--- src/rtl/alu_result_stage_if.sv ---
`default_nettype none
// ============================================================================
// Module      : alu_result_stage_if
// Description : Upstream (ALU) and downstream (writeback) valid/ready bundle
//               used by the ALU result stage.
// Revision    : 1.0 - initial release
// ============================================================================
interface alu_result_stage_if #(
    parameter int N     = 32,
    parameter int TAG_W = 5
);
    logic             in_valid;
    logic             in_ready;
    logic [N-1:0]     in_result;
    logic [2:0]       in_op;
    logic [TAG_W-1:0] in_tag;

    logic             out_valid;
    logic             out_ready;
    logic [N-1:0]     out_result;
    logic [2:0]       out_op;
    logic [TAG_W-1:0] out_tag;
    logic             out_zero;
    logic             out_neg;

    // Environment side: drives ALU results in, consumes writeback entries.
    modport master (
        output in_valid, in_result, in_op, in_tag, out_ready,
        input  in_ready, out_valid, out_result, out_op, out_tag, out_zero, out_neg
    );

    // Stage side.
    modport slave (
        input  in_valid, in_result, in_op, in_tag, out_ready,
        output in_ready, out_valid, out_result, out_op, out_tag, out_zero, out_neg
    );
endinterface
`default_nettype wire

--- src/rtl/alu_result_stage.sv ---
`default_nettype none
// ============================================================================
// Module      : alu_result_stage
// Description : Registered ALU writeback stage: captures result/op/tag, derives
//               zero/neg flags at push time and buffers entries in a DEPTH-entry
//               FIFO presented over valid/ready. Optional performance counters
//               are enabled with `define ALU_RESULT_STAGE_PERF_EN.
// Revision    : 1.0 - initial release
// ============================================================================
module alu_result_stage #(
    parameter int N     = 32,
    parameter int DEPTH = 2,
    parameter int TAG_W = 5
) (
    input  wire logic               clk,
    input  wire logic               rst,
    input  wire logic               flush,
    alu_result_stage_if.slave       bus
`ifdef ALU_RESULT_STAGE_PERF_EN
    ,
    output logic [31:0]             perf_accepted,
    output logic [31:0]             perf_stall
`endif
);

    localparam int                 c_PTR_W = (DEPTH > 1) ? $clog2(DEPTH) : 1;
    localparam int                 c_CNT_W = $clog2(DEPTH + 1);
    localparam logic [c_CNT_W-1:0] c_FULL  = c_CNT_W'(DEPTH);
    localparam logic [c_CNT_W-1:0] c_EMPTY = '0;

    // ------------------------------------------------------------------
    // Storage and control state
    // ------------------------------------------------------------------
    logic [N-1:0]       r_mem_result [DEPTH];
    logic [2:0]         r_mem_op     [DEPTH];
    logic [TAG_W-1:0]   r_mem_tag    [DEPTH];
    logic               r_mem_zero   [DEPTH];
    logic               r_mem_neg    [DEPTH];

    logic [c_PTR_W-1:0] r_wptr;
    logic [c_PTR_W-1:0] r_rptr;
    logic [c_CNT_W-1:0] r_count;

    logic               w_in_ready;
    logic               w_out_valid;
    logic               w_push;
    logic               w_pop;
    logic               w_flag_zero;
    logic               w_flag_neg;

    // Ready depends only on registered occupancy, never on out_ready.
    assign w_in_ready  = (r_count != c_FULL);
    assign w_out_valid = (r_count != c_EMPTY);
    assign w_push      = bus.in_valid && w_in_ready;
    assign w_pop       = w_out_valid && bus.out_ready;

    assign w_flag_zero = (bus.in_result == '0);
    assign w_flag_neg  = bus.in_result[N-1];

    // ------------------------------------------------------------------
    // Pointer / occupancy update; reset and flush both empty the FIFO
    // ------------------------------------------------------------------
    always_ff @(posedge clk) begin
        if (rst || flush) begin
            r_wptr  <= '0;
            r_rptr  <= '0;
            r_count <= '0;
        end else begin
            if (w_push) begin
                r_wptr <= r_wptr + c_PTR_W'(1);
            end
            if (w_pop) begin
                r_rptr <= r_rptr + c_PTR_W'(1);
            end
            case ({w_push, w_pop})
                2'b10:   r_count <= r_count + c_CNT_W'(1);
                2'b01:   r_count <= r_count - c_CNT_W'(1);
                default: r_count <= r_count;
            endcase
        end
    end

    // Payload array needs no reset: outputs are masked while empty.
    always_ff @(posedge clk) begin
        if (w_push) begin
            r_mem_result[r_wptr] <= bus.in_result;
            r_mem_op[r_wptr]     <= bus.in_op;
            r_mem_tag[r_wptr]    <= bus.in_tag;
            r_mem_zero[r_wptr]   <= w_flag_zero;
            r_mem_neg[r_wptr]    <= w_flag_neg;
        end
    end

    // ------------------------------------------------------------------
    // Head presentation
    // ------------------------------------------------------------------
    assign bus.in_ready   = w_in_ready;
    assign bus.out_valid  = w_out_valid;
    assign bus.out_result = w_out_valid ? r_mem_result[r_rptr] : '0;
    assign bus.out_op     = w_out_valid ? r_mem_op[r_rptr]     : 3'd0;
    assign bus.out_tag    = w_out_valid ? r_mem_tag[r_rptr]    : '0;
    assign bus.out_zero   = w_out_valid ? r_mem_zero[r_rptr]   : 1'b0;
    assign bus.out_neg    = w_out_valid ? r_mem_neg[r_rptr]    : 1'b0;

`ifdef ALU_RESULT_STAGE_PERF_EN
    // ------------------------------------------------------------------
    // Saturating event counters; flush leaves them untouched
    // ------------------------------------------------------------------
    logic [31:0] r_perf_accepted;
    logic [31:0] r_perf_stall;

    always_ff @(posedge clk) begin
        if (rst) begin
            r_perf_accepted <= '0;
            r_perf_stall    <= '0;
        end else begin
            if (w_push && !flush && (r_perf_accepted != 32'hFFFF_FFFF)) begin
                r_perf_accepted <= r_perf_accepted + 32'd1;
            end
            if (w_out_valid && !bus.out_ready && (r_perf_stall != 32'hFFFF_FFFF)) begin
                r_perf_stall <= r_perf_stall + 32'd1;
            end
        end
    end

    assign perf_accepted = r_perf_accepted;
    assign perf_stall    = r_perf_stall;
`endif

endmodule
`default_nettype wire

--- src/flat_wrapper.sv ---
// flat-port wrapper written by rule: the top's interface ports become plain ports
module alu_result_stage_flat 
#(
    parameter int N     = 32,
    parameter int DEPTH = 2,
    parameter int TAG_W = 5
)
  (clk, rst, flush, bus_in_valid, bus_in_result, bus_in_op, bus_in_tag, bus_out_ready, bus_in_ready, bus_out_valid, bus_out_result, bus_out_op, bus_out_tag, bus_out_zero, bus_out_neg);
  alu_result_stage_if #(.N(N), .TAG_W(TAG_W)) bus_i ();
  input  wire logic clk;
  input  wire logic rst;
  input  wire logic flush;
  input wire logic [$bits(bus_i.in_valid)-1:0] bus_in_valid;
  input wire logic [$bits(bus_i.in_result)-1:0] bus_in_result;
  input wire logic [$bits(bus_i.in_op)-1:0] bus_in_op;
  input wire logic [$bits(bus_i.in_tag)-1:0] bus_in_tag;
  input wire logic [$bits(bus_i.out_ready)-1:0] bus_out_ready;
  output wire logic [$bits(bus_i.in_ready)-1:0] bus_in_ready;
  output wire logic [$bits(bus_i.out_valid)-1:0] bus_out_valid;
  output wire logic [$bits(bus_i.out_result)-1:0] bus_out_result;
  output wire logic [$bits(bus_i.out_op)-1:0] bus_out_op;
  output wire logic [$bits(bus_i.out_tag)-1:0] bus_out_tag;
  output wire logic [$bits(bus_i.out_zero)-1:0] bus_out_zero;
  output wire logic [$bits(bus_i.out_neg)-1:0] bus_out_neg;
  assign bus_i.in_valid = bus_in_valid;
  assign bus_i.in_result = bus_in_result;
  assign bus_i.in_op = bus_in_op;
  assign bus_i.in_tag = bus_in_tag;
  assign bus_i.out_ready = bus_out_ready;
  assign bus_in_ready = bus_i.in_ready;
  assign bus_out_valid = bus_i.out_valid;
  assign bus_out_result = bus_i.out_result;
  assign bus_out_op = bus_i.out_op;
  assign bus_out_tag = bus_i.out_tag;
  assign bus_out_zero = bus_i.out_zero;
  assign bus_out_neg = bus_i.out_neg;
  alu_result_stage #(.N(N), .DEPTH(DEPTH), .TAG_W(TAG_W)) u_core (.clk(clk), .rst(rst), .flush(flush), .bus(bus_i));
endmodule
--- config.mk ---
export PLATFORM = sky130hd
export DESIGN_NAME = alu_result_stage_flat
export DESIGN_NICKNAME = d
export VERILOG_FILES = /design/src/rtl/alu_result_stage_if.sv /design/src/rtl/alu_result_stage.sv /design/src/flat_wrapper.sv
export SDC_FILE = /design/constraint.sdc
export NUM_CORES = 1
export LEC_CHECK = 0
export ABC_CLOCK_PERIOD_IN_PS = 2900
export CORE_MARGIN = 1
export CORE_UTILIZATION = 35
export DETAILED_ROUTE_END_ITERATION = 12
export PLACE_DENSITY = 0.63
export SLEW_MARGIN = 20
export SYNTH_ARGS = -nofsm -noshare
export SYNTH_HDL_FRONTEND = slang
export SYNTH_SLANG_ARGS = --single-unit
--- constraint.sdc ---
create_clock -name clk -period 2.9 [get_ports clk]
set_input_delay 0.435 -clock clk [delete_from_list [all_inputs] [get_ports clk]]
set_output_delay 0.435 -clock clk [all_outputs]
set_load 0.01 [all_outputs]
==> results of run 1 <==
[tightest hold or removal path: cells and delay by family, from the launching register on]
kind	cells	cell delay, ns
XOR/XNOR	1	0.08
flip-flops	1	0.34
AND/OR/NAND/NOR	1	0.08
[per-layer routing]
layer	GRT usage [%]	up-vias
met2	23.4	52
met4	6.02	0
met5	0	-
li1	-	975
met3	3.34	13
met1	16.8	953
[kinds of logic (layout without fill, tap and decap cells)]
group	after synthesis	count (layout)	synth area share, %
flip-flops	87	87	75.9
AND/OR/NAND/NOR	62	62	8.04
multiplexers	41	41	12.2
buffers and inverters	13	111	1.85
AO/OA/AOI/OAI	5	5	0.890
XOR/XNOR	3	3	0.778
adder cells (fa/ha/maj)	1	1	0.371
[synthesized netlist by cell type (2+ instances only)]
master,instances
edfxtp_1,82
buf_2,8
nand4_1,2
o21ai_0,2
a21oi_1,2
xor2_1,2
nor2_1,46
mux2i_1,41
inv_1,3
nor4_1,8
dfxtp_1,5
[how the worst min path moves through the flow]
stage,from,to,depth (start not counted)
2_1_floorplan,u_core.r_rptr$_SDFFE_PP0P_,flip-flop,2
3_3_place_gp,u_core.r_rptr$_SDFFE_PP0P_,u_core.r_rptr$_SDFFE_PP0P_,2
3_5_place_dp,u_core.r_rptr$_SDFFE_PP0P_,flip-flop,2
4_1_cts,u_core.r_rptr$_SDFFE_PP0P_,flip-flop,2
5_1_grt,u_core.r_rptr$_SDFFE_PP0P_,u_core.r_rptr$_SDFFE_PP0P_,2
6_report,u_core.r_rptr$_SDFFE_PP0P_,u_core.r_rptr$_SDFFE_PP0P_,2
[through the flow]
step	std cells	hold WS (ns)	utilization, %
global route	439	0.566	50.0
CTS	439	0.529	50.0
floorplan	212	0.472	-
global placement	423	0.488	47.9
detailed placement	423	0.501	47.9
finish	439	0.526	50.0
[cell type report]
type,instances,area [um^2]
Clock buffer,9,124
Clock inverter,7,76.3
Fill cell,824,4640
Inverter,3,11.3
Multi-Input combinational cell,112,759
Sequential cell,87,2560
Tap cell,129,161
Timing Repair Buffer,92,948
[registers in the layout, indices dropped and copies added, names as in the netlist, named ones only]
register,cells
u_core.r_mem_neg,2
u_core.r_mem_result,62
u_core.r_mem_op,6
u_core.r_rptr,1
u_core.r_wptr,1
u_core.r_mem_zero,2
u_core.r_count,2
u_core.r_mem_tag,10
[power breakdown]
part | total (mW) | switching [mW] | internal [mW]
Clock | 0.842 | 0.436 | 0.406
Sequential | 1.45 | 0.0170 | 1.43
Combinational | 0.285 | 0.131 | 0.154
Total | 2.58 | 0.584 | 1.99
==> metrics.yaml, run 1 <==
outcome: "completed"
hold_buffers: 0
async_reset_ff_share_pct: 0
io_pins: 89
grt_pass1_vias: 1989
power.density_nw_per_um2: 555
crit_path_max_fanout: 42
grt_max_degree: 43
core_um2: 9280
cts-buffers-inserted: 9
startpoint_type: "flip-flop"
worst-setup-path-type: "flip-flop to output pin"
diodes: 0
place_area_um2: 4440
yosys_warnings: 0
crit_end: "bus_out_result[18]"
tns_ns: 0
fp.dieH_um: 100
netlist_instances: 212
cts_tree: "yes"
mappedNetlistArea_um2: 3380
p_leak_nw: 1.49
wl_met3_um: 303
fmax_mhz: 387
die_w_um: 100
clock_latency_ns: 0.35
finalCritPeriodShare_pct: 89.1
slowest_delay_ns: 0.76
reg2reg_depth: 3
post_cts_buffers: 0
maxSlewHeadroom_pct: 36.5
syn_to_final_growth_pct: 37.6
grt_pass1_wl_um: 10200
dp_slack_ns: 0.641
ir_drop_uv: 283
route.top_layer_used: "met4"
met1_length_um: 2730
total_power_mw: 2.58
wirelength_um: 6420
syn_nets: 258
worst_path_dominant_cell_family: "simple AND/OR/NAND/NOR gates"
cap_viol_max_count: 0
rsz0062_at_grt: "no"
critical_path_depth: 3
die_area_um2: 10000
end_kind: "output pin"
htree_levels: 3
synthFlopType: "edfxtp_1"
dp_hpwl_um: 4410
synth_edf_count: 82
hp-class: "flip-flop to flip-flop"
ctsResizeCount: 0
critPathSlowestCell: "nor2_4"
rows: 35
io_buffers: 88
start_util_pct: 36.4
synth_top_area_cell: "edfxtp_1"
grt_usage_pct: 13.8
clock_sinks: 87
setup-violations-final: 0
synth_area_per_cell_um2: 15.9
globalplace.congestion: 0.707
timing.critical_path.required_ns: 2.47
synth_top_area_share_pct: 72.9
final_cell_area_um2: 4640
gr-total-overflow: 0
drc: 0
yosysSeqAreaShare_pct: 75.9
critPathBufInv: 1
dr.pass1.iters: 4
fin_crit_ns: 2.58
reg2reg_slack_ns: 1.10
ant_nets: 0
regToRegStartpoint: "u_core.r_count[0]$_SDFFE_PP0P_"
worstPathCellList: "nor2_4, nor2_1, clkdlybuf4s50_1"
final.setup.worst_slack_ns: 0.316
worst_pin_slew_ns: 0.950
drt_iter0_drc: 66
setup.worst_path.start: "u_core.r_count[1]$_SDFFE_PP0P_"
ys_seq_elements: 87
reg2reg_to: "u_core.r_mem_result[1][11]$_DFFE_PP_"
drive_above_1_share_pct: 8.06
antenna_found_initial: 0
clk_pin_slew_worst_paths_ns: 0.09
vias_per_cell: 4.54
clock_skew_ns: 0.0137
wire_per_inst_um: 14.6
wl_met2_um: 3260
drv_slew: 0
vias: 1993
crit_arrival_ns: 2.15
final_common_cell: "clkdlybuf4s50_1"
nets: 351
synthDistinctLibCells: 22
hold_viol: 0
ys_top_cells_by_area: "edfxtp_1, mux2i_1, nor2_1"
cts_buffer_depth: 2
root_buffer: "clkbuf_8"
mostFrequentLayoutCells: "clkdlybuf4s50_1, edfxtp_1, nor2_1, mux2i_1, clkbuf_8"
(Power assumes the default switching activity.)
==> run 2: changes to the inputs <==
--- a/config.mk
+++ b/config.mk
@@ -8,9 +8,10 @@
 export ABC_CLOCK_PERIOD_IN_PS = 2900
 export CORE_MARGIN = 1
 export CORE_UTILIZATION = 35
+export CTS_CLUSTER_SIZE = 16
 export DETAILED_ROUTE_END_ITERATION = 12
 export PLACE_DENSITY = 0.63
-export SLEW_MARGIN = 20
+export SLEW_MARGIN = 0
 export SYNTH_ARGS = -nofsm -noshare
 export SYNTH_HDL_FRONTEND = slang
 export SYNTH_SLANG_ARGS = --single-unit
==> results of run 2 <==
No change in the layout: final DEF, timing and power equal those of run 1.
